## src/rtl/dmem_port_arbiter_if.sv

```systemverilog
// Bundle of the CPU, burst-loader and data-RAM signals around the data-memory port arbiter.
// master: the side that drives requests and RAM read data; slave: the arbiter itself.
interface dmem_port_arbiter_if #(
  parameter int ADDR_W = 5,
  parameter int DATA_W = 32,
  parameter int LEN_W  = 5
);
  logic              c_req;
  logic              c_we;
  logic [ADDR_W-1:0] c_addr;
  logic [DATA_W-1:0] c_wdata;
  logic              c_gnt;
  logic              c_stall;
  logic              c_rvalid;
  logic [DATA_W-1:0] c_rdata;

  logic              l_start;
  logic              l_we;
  logic [ADDR_W-1:0] l_addr;
  logic [LEN_W-1:0]  l_len;
  logic [DATA_W-1:0] l_wdata;
  logic              l_wready;
  logic              l_rvalid;
  logic [DATA_W-1:0] l_rdata;
  logic              l_busy;
  logic              l_done;

  logic              m_en;
  logic              m_we;
  logic [ADDR_W-1:0] m_addr;
  logic [DATA_W-1:0] m_wdata;
  logic [DATA_W-1:0] m_rdata;

  modport master (
    output c_req, c_we, c_addr, c_wdata,
    output l_start, l_we, l_addr, l_len, l_wdata,
    output m_rdata,
    input  c_gnt, c_stall, c_rvalid, c_rdata,
    input  l_wready, l_rvalid, l_rdata, l_busy, l_done,
    input  m_en, m_we, m_addr, m_wdata
  );

  modport slave (
    input  c_req, c_we, c_addr, c_wdata,
    input  l_start, l_we, l_addr, l_len, l_wdata,
    input  m_rdata,
    output c_gnt, c_stall, c_rvalid, c_rdata,
    output l_wready, l_rvalid, l_rdata, l_busy, l_done,
    output m_en, m_we, m_addr, m_wdata
  );
endinterface

```

## src/rtl/dmem_port_arbiter.sv

```systemverilog
// Shares the single data-RAM port between the CPU MEM stage (priority) and a
// burst loader, with a starvation counter that forces periodic loader slots.
module dmem_port_arbiter #(
  parameter int ADDR_W       = 5,
  parameter int DATA_W       = 32,
  parameter int LEN_W        = 5,
  parameter int STARVE_LIMIT = 4
) (
  input logic                clk,
  input logic                rst_n,
  dmem_port_arbiter_if.slave bus
);
  localparam int SCNT_W = $clog2(STARVE_LIMIT + 1);
  localparam logic [SCNT_W-1:0] STARVE_MAX = SCNT_W'(STARVE_LIMIT);

  typedef enum logic [1:0] {
    IDLE   = 2'd0,
    BURST  = 2'd1,
    FINISH = 2'd2
  } state_e;

  state_e              state_r;
  logic                burst_we_r;
  logic [ADDR_W-1:0]   ptr_r;
  logic [LEN_W-1:0]    rem_r;
  logic [SCNT_W-1:0]   starve_r;
  logic                busy_r;
  logic                done_r;
  logic                rd_pend_r;
  logic                rd_owner_r;
  logic [DATA_W-1:0]   c_hold_r;
  logic [DATA_W-1:0]   l_hold_r;
  logic                cpu_slot_s;
  logic                ldr_slot_s;

  // Slot owner for this cycle: CPU first unless it has starved a pending burst.
  always_comb begin
    cpu_slot_s = 1'b0;
    ldr_slot_s = 1'b0;
    if (state_r == BURST) begin
      if (bus.c_req && (starve_r < STARVE_MAX)) begin
        cpu_slot_s = 1'b1;
      end else begin
        ldr_slot_s = 1'b1;
      end
    end else begin
      cpu_slot_s = bus.c_req;
    end
  end

  // Memory port and grant drive; everything is held at zero while reset is asserted.
  always_comb begin
    bus.c_gnt    = 1'b0;
    bus.l_wready = 1'b0;
    bus.m_en     = 1'b0;
    bus.m_we     = 1'b0;
    bus.m_addr   = {ADDR_W{1'b0}};
    bus.m_wdata  = {DATA_W{1'b0}};
    if (!rst_n) begin
      bus.c_gnt = 1'b0;
    end else if (cpu_slot_s) begin
      bus.c_gnt   = 1'b1;
      bus.m_en    = 1'b1;
      bus.m_we    = bus.c_we;
      bus.m_addr  = bus.c_addr;
      bus.m_wdata = bus.c_wdata;
    end else if (ldr_slot_s) begin
      bus.l_wready = 1'b1;
      bus.m_en     = 1'b1;
      bus.m_we     = burst_we_r;
      bus.m_addr   = ptr_r;
      bus.m_wdata  = bus.l_wdata;
    end else begin
      bus.m_en = 1'b0;
    end
  end

  assign bus.c_stall = bus.c_req & ~bus.c_gnt;

  // Burst sequencer: a preempted beat leaves ptr_r/rem_r untouched so it retries.
  always_ff @(posedge clk or negedge rst_n) begin
    if (!rst_n) begin
      state_r    <= IDLE;
      burst_we_r <= 1'b0;
      ptr_r      <= {ADDR_W{1'b0}};
      rem_r      <= {LEN_W{1'b0}};
      starve_r   <= {SCNT_W{1'b0}};
      busy_r     <= 1'b0;
      done_r     <= 1'b0;
    end else begin
      case (state_r)
        IDLE: begin
          starve_r <= {SCNT_W{1'b0}};
          done_r   <= 1'b0;
          if (bus.l_start) begin
            burst_we_r <= bus.l_we;
            ptr_r      <= bus.l_addr;
            rem_r      <= bus.l_len;
            busy_r     <= 1'b1;
            state_r    <= BURST;
          end else begin
            busy_r <= 1'b0;
          end
        end
        BURST: begin
          if (ldr_slot_s) begin
            ptr_r    <= ptr_r + 1'b1;
            starve_r <= {SCNT_W{1'b0}};
            if (rem_r == {LEN_W{1'b0}}) begin
              state_r <= FINISH;
              done_r  <= 1'b1;
            end else begin
              rem_r <= rem_r - 1'b1;
            end
          end else begin
            starve_r <= starve_r + 1'b1;
          end
        end
        FINISH: begin
          state_r <= IDLE;
          busy_r  <= 1'b0;
          done_r  <= 1'b0;
        end
        default: begin
          state_r <= IDLE;
          busy_r  <= 1'b0;
          done_r  <= 1'b0;
        end
      endcase
    end
  end

  // Read-return tracking: owner tag of last cycle's read plus per-owner data hold.
  always_ff @(posedge clk or negedge rst_n) begin
    if (!rst_n) begin
      rd_pend_r  <= 1'b0;
      rd_owner_r <= 1'b0;
      c_hold_r   <= {DATA_W{1'b0}};
      l_hold_r   <= {DATA_W{1'b0}};
    end else begin
      rd_pend_r  <= (cpu_slot_s && !bus.c_we) || (ldr_slot_s && !burst_we_r);
      rd_owner_r <= ldr_slot_s;
      if (rd_pend_r) begin
        if (rd_owner_r) begin
          l_hold_r <= bus.m_rdata;
        end else begin
          c_hold_r <= bus.m_rdata;
        end
      end
    end
  end

  assign bus.c_rvalid = rd_pend_r & ~rd_owner_r;
  assign bus.l_rvalid = rd_pend_r & rd_owner_r;
  assign bus.c_rdata  = bus.c_rvalid ? bus.m_rdata : c_hold_r;
  assign bus.l_rdata  = bus.l_rvalid ? bus.m_rdata : l_hold_r;
  assign bus.l_busy   = busy_r;
  assign bus.l_done   = done_r;
endmodule

```

## src/flat_wrapper.sv

```systemverilog
// flat-port wrapper written by rule: the top's interface ports become plain ports
module dmem_port_arbiter_flat 
#(
  parameter int ADDR_W       = 5,
  parameter int DATA_W       = 32,
  parameter int LEN_W        = 5,
  parameter int STARVE_LIMIT = 4
)
  (clk, rst_n, bus_c_req, bus_c_we, bus_c_addr, bus_c_wdata, bus_l_start, bus_l_we, bus_l_addr, bus_l_len, bus_l_wdata, bus_m_rdata, bus_c_gnt, bus_c_stall, bus_c_rvalid, bus_c_rdata, bus_l_wready, bus_l_rvalid, bus_l_rdata, bus_l_busy, bus_l_done, bus_m_en, bus_m_we, bus_m_addr, bus_m_wdata);
  dmem_port_arbiter_if #(.ADDR_W(ADDR_W), .DATA_W(DATA_W), .LEN_W(LEN_W)) bus_i ();
  input logic clk;
  input logic rst_n;
  input wire logic [$bits(bus_i.c_req)-1:0] bus_c_req;
  input wire logic [$bits(bus_i.c_we)-1:0] bus_c_we;
  input wire logic [$bits(bus_i.c_addr)-1:0] bus_c_addr;
  input wire logic [$bits(bus_i.c_wdata)-1:0] bus_c_wdata;
  input wire logic [$bits(bus_i.l_start)-1:0] bus_l_start;
  input wire logic [$bits(bus_i.l_we)-1:0] bus_l_we;
  input wire logic [$bits(bus_i.l_addr)-1:0] bus_l_addr;
  input wire logic [$bits(bus_i.l_len)-1:0] bus_l_len;
  input wire logic [$bits(bus_i.l_wdata)-1:0] bus_l_wdata;
  input wire logic [$bits(bus_i.m_rdata)-1:0] bus_m_rdata;
  output wire logic [$bits(bus_i.c_gnt)-1:0] bus_c_gnt;
  output wire logic [$bits(bus_i.c_stall)-1:0] bus_c_stall;
  output wire logic [$bits(bus_i.c_rvalid)-1:0] bus_c_rvalid;
  output wire logic [$bits(bus_i.c_rdata)-1:0] bus_c_rdata;
  output wire logic [$bits(bus_i.l_wready)-1:0] bus_l_wready;
  output wire logic [$bits(bus_i.l_rvalid)-1:0] bus_l_rvalid;
  output wire logic [$bits(bus_i.l_rdata)-1:0] bus_l_rdata;
  output wire logic [$bits(bus_i.l_busy)-1:0] bus_l_busy;
  output wire logic [$bits(bus_i.l_done)-1:0] bus_l_done;
  output wire logic [$bits(bus_i.m_en)-1:0] bus_m_en;
  output wire logic [$bits(bus_i.m_we)-1:0] bus_m_we;
  output wire logic [$bits(bus_i.m_addr)-1:0] bus_m_addr;
  output wire logic [$bits(bus_i.m_wdata)-1:0] bus_m_wdata;
  assign bus_i.c_req = bus_c_req;
  assign bus_i.c_we = bus_c_we;
  assign bus_i.c_addr = bus_c_addr;
  assign bus_i.c_wdata = bus_c_wdata;
  assign bus_i.l_start = bus_l_start;
  assign bus_i.l_we = bus_l_we;
  assign bus_i.l_addr = bus_l_addr;
  assign bus_i.l_len = bus_l_len;
  assign bus_i.l_wdata = bus_l_wdata;
  assign bus_i.m_rdata = bus_m_rdata;
  assign bus_c_gnt = bus_i.c_gnt;
  assign bus_c_stall = bus_i.c_stall;
  assign bus_c_rvalid = bus_i.c_rvalid;
  assign bus_c_rdata = bus_i.c_rdata;
  assign bus_l_wready = bus_i.l_wready;
  assign bus_l_rvalid = bus_i.l_rvalid;
  assign bus_l_rdata = bus_i.l_rdata;
  assign bus_l_busy = bus_i.l_busy;
  assign bus_l_done = bus_i.l_done;
  assign bus_m_en = bus_i.m_en;
  assign bus_m_we = bus_i.m_we;
  assign bus_m_addr = bus_i.m_addr;
  assign bus_m_wdata = bus_i.m_wdata;
  dmem_port_arbiter #(.ADDR_W(ADDR_W), .DATA_W(DATA_W), .LEN_W(LEN_W), .STARVE_LIMIT(STARVE_LIMIT)) u_core (.clk(clk), .rst_n(rst_n), .bus(bus_i));
endmodule
```

## config.mk

```make
export PLATFORM = sky130hd
export DESIGN_NAME = dmem_port_arbiter_flat
export DESIGN_NICKNAME = d
export VERILOG_FILES = /design/src/rtl/dmem_port_arbiter_if.sv /design/src/rtl/dmem_port_arbiter.sv /design/src/flat_wrapper.sv
export SDC_FILE = /design/constraint.sdc
export NUM_CORES = 1
export LEC_CHECK = 0
export CAP_MARGIN = 20
export CORE_MARGIN = 1
export CORE_UTILIZATION = 38
export DETAILED_ROUTE_END_ITERATION = 7
export PLACE_DENSITY_LB_ADDON = 0.05
export SYNTH_ARGS = -nofsm -noshare
export SYNTH_HDL_FRONTEND = slang
export SYNTH_SLANG_ARGS = --single-unit
```

## constraint.sdc

```tcl
create_clock -name clk -period 2.2 [get_ports clk]
set_clock_uncertainty 0.15 [all_clocks]
set_input_delay 0.22 -clock clk [delete_from_list [all_inputs] [get_ports clk]]
set_output_delay 0.22 -clock clk [all_outputs]
set_load 0.01 [all_outputs]
```

; ---- Word-level counts from Yosys, hierarchy flattened
; Cells that the tools add are included.
[totals]
reg_bits = 84
[classes]
add_sub_neg = 3
order_cmp = 1
eq_ne = 5
muxes = 40
n_bitwise = 5
reduce_logical = 16
[ops]
columns = cell, n
row1 = two-way mux 32 bit, 5
row2 = two-way mux 5 bit, 8
row3 = one-hot mux 5 bit (2 select lines), 2
row4 = two-way mux 1 bit, 18
row5 = AND reduction 2 bit, 4
row6 = two-way mux 2 bit, 3
row7 = "inequality test 2 bit, second input constant", 3
row8 = one-hot mux 3 bit (2 select lines), 1
row9 = AND reduction 3 bit, 2
row10 = "adder 5 x 1 -> 5 bit, second input constant", 1
row11 = zero test 5 bit, 1
row12 = "subtractor 5 x 1 -> 5 bit, second input constant", 1
row13 = one-hot mux 2 bit (2 select lines), 1
row14 = AND reduction 4 bit, 1
row15 = "adder 3 x 1 -> 3 bit, second input constant", 1
row16 = AND 1 bit, 3
row17 = logical AND 1 bit, 3
row18 = "less-than comparator 3 bit, second input constant", 1
row19 = two-way mux 3 bit, 1
row20 = "equality test 2 x 1 -> 1 bit, second input constant", 1
row21 = zero test 1 bit, 2
row22 = zero test 2 bit, 1
row23 = "inequality test 2 x 1 -> 1 bit, second input constant", 1
row24 = NOT 1 bit, 2
row25 = 3 further kinds, 3

; ---- Longest topological paths before layout
[logic_depth]
ltp_word = 8
depth_mapped = 6
mapped_depth_nobuf = 5

; ---- Worst setup path before layout
; OpenSTA, ideal clock, no wires.
[synth_path]
path_kind = register to output
from = register u_core.state_r[1]
to = output port bus_m_wdata[12]
t_arrival_ns = 1.392
slack_ns = 0.438
path_stages_with_launch = 7
path_cell_list = dfrtp_1 > buf_6 > nand3b_1 > and3_1 > buf_2 > buf_2 > a22o_1
[synth_via]
elab_chain_cells = 5
word_cells_on_any_way = 6
cone_classes = 1 x eq/ne / 5 x mux
[synth_lines]
columns = item, line_no
row1 = from (decl), dmem_port_arbiter.sv:22  ; state_e state_r;
row2 = from (signal assigned), dmem_port_arbiter.sv:83  ; state_r <= IDLE;
row3 = from (signal assigned), dmem_port_arbiter.sv:100  ; state_r <= BURST;
row4 = from (signal assigned), dmem_port_arbiter.sv:110  ; state_r <= FINISH;
row5 = equality test 2 x 1 -> 1 bit *, dmem_port_arbiter.sv:40  ; if (state_r == BURST) begin
row6 = two-way mux 1 bit, dmem_port_arbiter.sv:40
row7 = two-way mux 32 bit, dmem_port_arbiter.sv:67  ; end else if (ldr_slot_s) begin
row8 = two-way mux 32 bit *, dmem_port_arbiter.sv:61  ; end else if (cpu_slot_s) begin
row9 = two-way mux 32 bit *, dmem_port_arbiter.sv:59  ; if (!rst_n) begin
row10 = to (decl), flat_wrapper.sv:35  ; output wire logic [$bits(bus_i.m_wdata)-1:0] bus_m_wdata;
; Every way passes the cells marked *; elsewhere a longest branch is shown, timed or not.

; ---- Final worst setup path
[layout_path]
from = register u_core.state_r[1]
to = output port bus_m_wdata[5]
; Same word-level chain as after synthesis.

==> reports/summary.txt <==
Post-synth EDFFs: 0
Top_reg_cell synth: dfrtp_1
Outcome: complete, no violations
Crit path DAT: 1810 ps
H-tree depth: 3
Crit end category: output port
Mean Syn Cell Area: 13.1 µm²
Fin Setup TNS: 0 ps
RSZ-0062 raised after global routing: yes
Crit Path Class: register to output port
Clk root buf: clkbuf_8
DRT iter0 DRCs: 126
Routed Antenna Nets: 0
Asr flop ratio synth: 100%
Top cell type's share of synthesized area: 54.3%
CTS clk-pin slew, worst paths: 90 ps
Ports: 227
Post-synth top area cell: dfrtp_1
Least-Margin Pin Slew: 323 ps
Vias post-DR: 3,446
Static Leak: 3.01 nW
Row count: 36
Synth area leaders: dfrtp_1 54%, mux2_2 19%, a22o_1 8.4%, buf_2 1.0%, ha_1 0.97%
Final WL: 11.5 mm
Mapped cell area: 3870 µm²
Die W: 103 µm
Final period util: 99.0%
Core Region: 9820 µm²
Seq/Total Area, Yosys: 54.3%
Worst skew pair latency: 350 ps
Post-synthesis compound-gate area fraction: 15.5%
Post-DP HPWL: 8.19 mm
Reg area: 2100 µm²
Synth Area in Adders: 0.969%
Post-DR wirelength/cell: 17.0 µm
Vias per cell: 5.08
M3 GR Usage: 4.88%
Final-report hold violation count: 0
# Max-Cap Violations: 0
Largest net degree at the start of global routing: 85
Slew headroom: 78.4%
CTS tree: done
Routability Congestion: 0.778
WP data required: 1830 ps
FF+latch count, synth: 84
Simple-Gate Fraction of Synth Area: 5.95%
Aggregate global routing overflow: 0
Final Util: 66.2%
CP Max Fanout: 5
Worst setup SP type: register
Hold WC Path Type: input pin to register
Multi-input logic area: 1660 µm²
GR peak layer: met2
Layout Nets: 659
GR Util met2: 35.8%
Power Dens Cells: 1210 nW/µm²
Fill cells: 829
Crit path time final: 2180 ps
Die Height: 103 µm
Multiplexer share of the synthesized area: 19.4%
Initial antenna violation count: 1
Clock Sinks: 84
Ys Warns: 0
Port Buffers: 226
Max clock buf depth: 2
Ratio of cells with drive above 1 in the final layout: 32.2%
Synthesized instance count: 295
XOR/XNOR Fraction of Synth Area: 0%
DRC errors left: 0
Layout area overhead: 67.8%
Distinct cells, synth: 44
Most frequent cells after synthesis: 84 x dfrtp_1, 65 x mux2_2, 37 x a22o_1
Syn_nets: 415
Number of global-route vias before repair: 3,387
Top-count cell post-synth: dfrtp_1
Met1 Use GR: 24.5%
Max VDD drop: 0.505 mV
FMAX: 459 MHz
DIE AREA: 10,600 µm²
Detailed Routing Iterations Pass 1: 4
Starting Density: 39.4%
Max Transition Viols Final: 0
GRT Total Usage: 20.6%
Combinational family with the most area after synthesis: multiplexers
Global-route wire length before repair: 16.7 mm
CTS Buf Count: 9
Setup violations, final: 0
## worst paths after layout
kind | from | end | slack [ps] | cells past startpoint
worst max-delay path | u_core.state_r[1] | bus_m_wdata[5] | 20 | 6
worst min-delay path | bus_c_we | u_core.rd_pend_r | 300 | 2
worst max register to register | u_core.rem_r[0] | u_core.rem_r[0] | 260 | 5
worst min register to register | u_core.rem_r[4] | u_core.rem_r[4] | 340 | 1
max in group asynchronous | rst_n | u_core.l_hold_r[2] | 920 | 4
min in group asynchronous | rst_n | u_core.bus.l_done | 360 | 3
## worst max-delay path, cell delays in order, from the launching register on
cell	delay, ps
dfrtp_1	430
nand3b_1	210
and3_4	220
buf_6	130
clkbuf_16	150
a22o_1	190
buf_2	140
## timing repair
| action | CTS | global route |
|---|---|---|
| hold buffers | 0 | 1 |
| setup endpoints to repair | 105 | 105 |
| gates resized for setup | 158 | 95 |
| endpoints found under the hold margin | 0 | 19 |
| cloned | 1 | 3 |
| pin swaps | 1 | 2 |
| buffers inserted | 2 | 8 |
## cell usage in the layout, fill, tap and decap left out, drive strengths merged, types with 5 or more instances in the layout
| cell | n |
|---|---|
| nand2 | 9 |
| dfrtp | 84 |
| clkdlybuf4s50 | 120 |
| o22ai | 5 |
| buf | 45 |
| inv | 11 |
| dlymetal6s2s | 7 |
| clkbuf | 48 |
| a22o | 37 |
| dlygate4sd2 | 40 |
| o21ai | 5 |
| mux2 | 65 |
## sequential cells by signal, indices dropped and copies added, names as in the netlist
name / cells
u_core.c_hold_r: 32
u_core.l_hold_r: 32
u_core.ptr_r: 5
u_core.rem_r: 5
u_core.starve_r: 3
u_core.state_r: 2
u_core.burst_we_r: 1
u_core.bus.l_busy: 1
u_core.bus.l_done: 1
u_core.rd_owner_r: 1
u_core.rd_pend_r: 1
## final cells by class
cell class	instances	area share (%)
Tap cell	133	2.56
Multi-Input combinational cell	183	25.6
Clock buffer	9	1.91
Sequential cell	84	32.4
Timing Repair Buffer	255	35.8
Inverter	6	0.347
Clock inverter	7	1.37
Antenna cell	1	0.0385
## kinds of logic after synthesis
kind of cell | after synthesis
mux | 67
simple gates | 38
fa+ha+maj | 3
buf+inv | 28
compound gates | 75
flops | 84
## metrics by stage
stage	area (µm²)	hold WS, ps	total power, W	cells	worst slack (ps)
floorplan	3870	-226	0.00481	295	438
global placement	6340	321	0.00708	646	-110
detailed placement	6340	324	0.00719	646	-136
CTS	6440	73.7	0.00789	665	-176
global route	6500	316	0.00843	678	-52.6
finish	6500	303	0.00789	678	21.2
## report_power, final
part	leakage [nW]	switching, W	internal [W]	total, W
Clock	0.106	0.000626	0.000557	0.00118
Sequential	0.994	0.000268	0.00229	0.00256
Combinational	1.91	0.00189	0.00225	0.00414
Total	3.01	0.00279	0.00510	0.00789
## routing by layer
layer / vias up / share of wire, %
met3: 10 / 7.2
met2: 147 / 51
li1: 1600 / -
met1: 1689 / 40
met5: - / 0
met4: 0 / 1.5
Note: power is estimated with default switching activity, not from simulation.
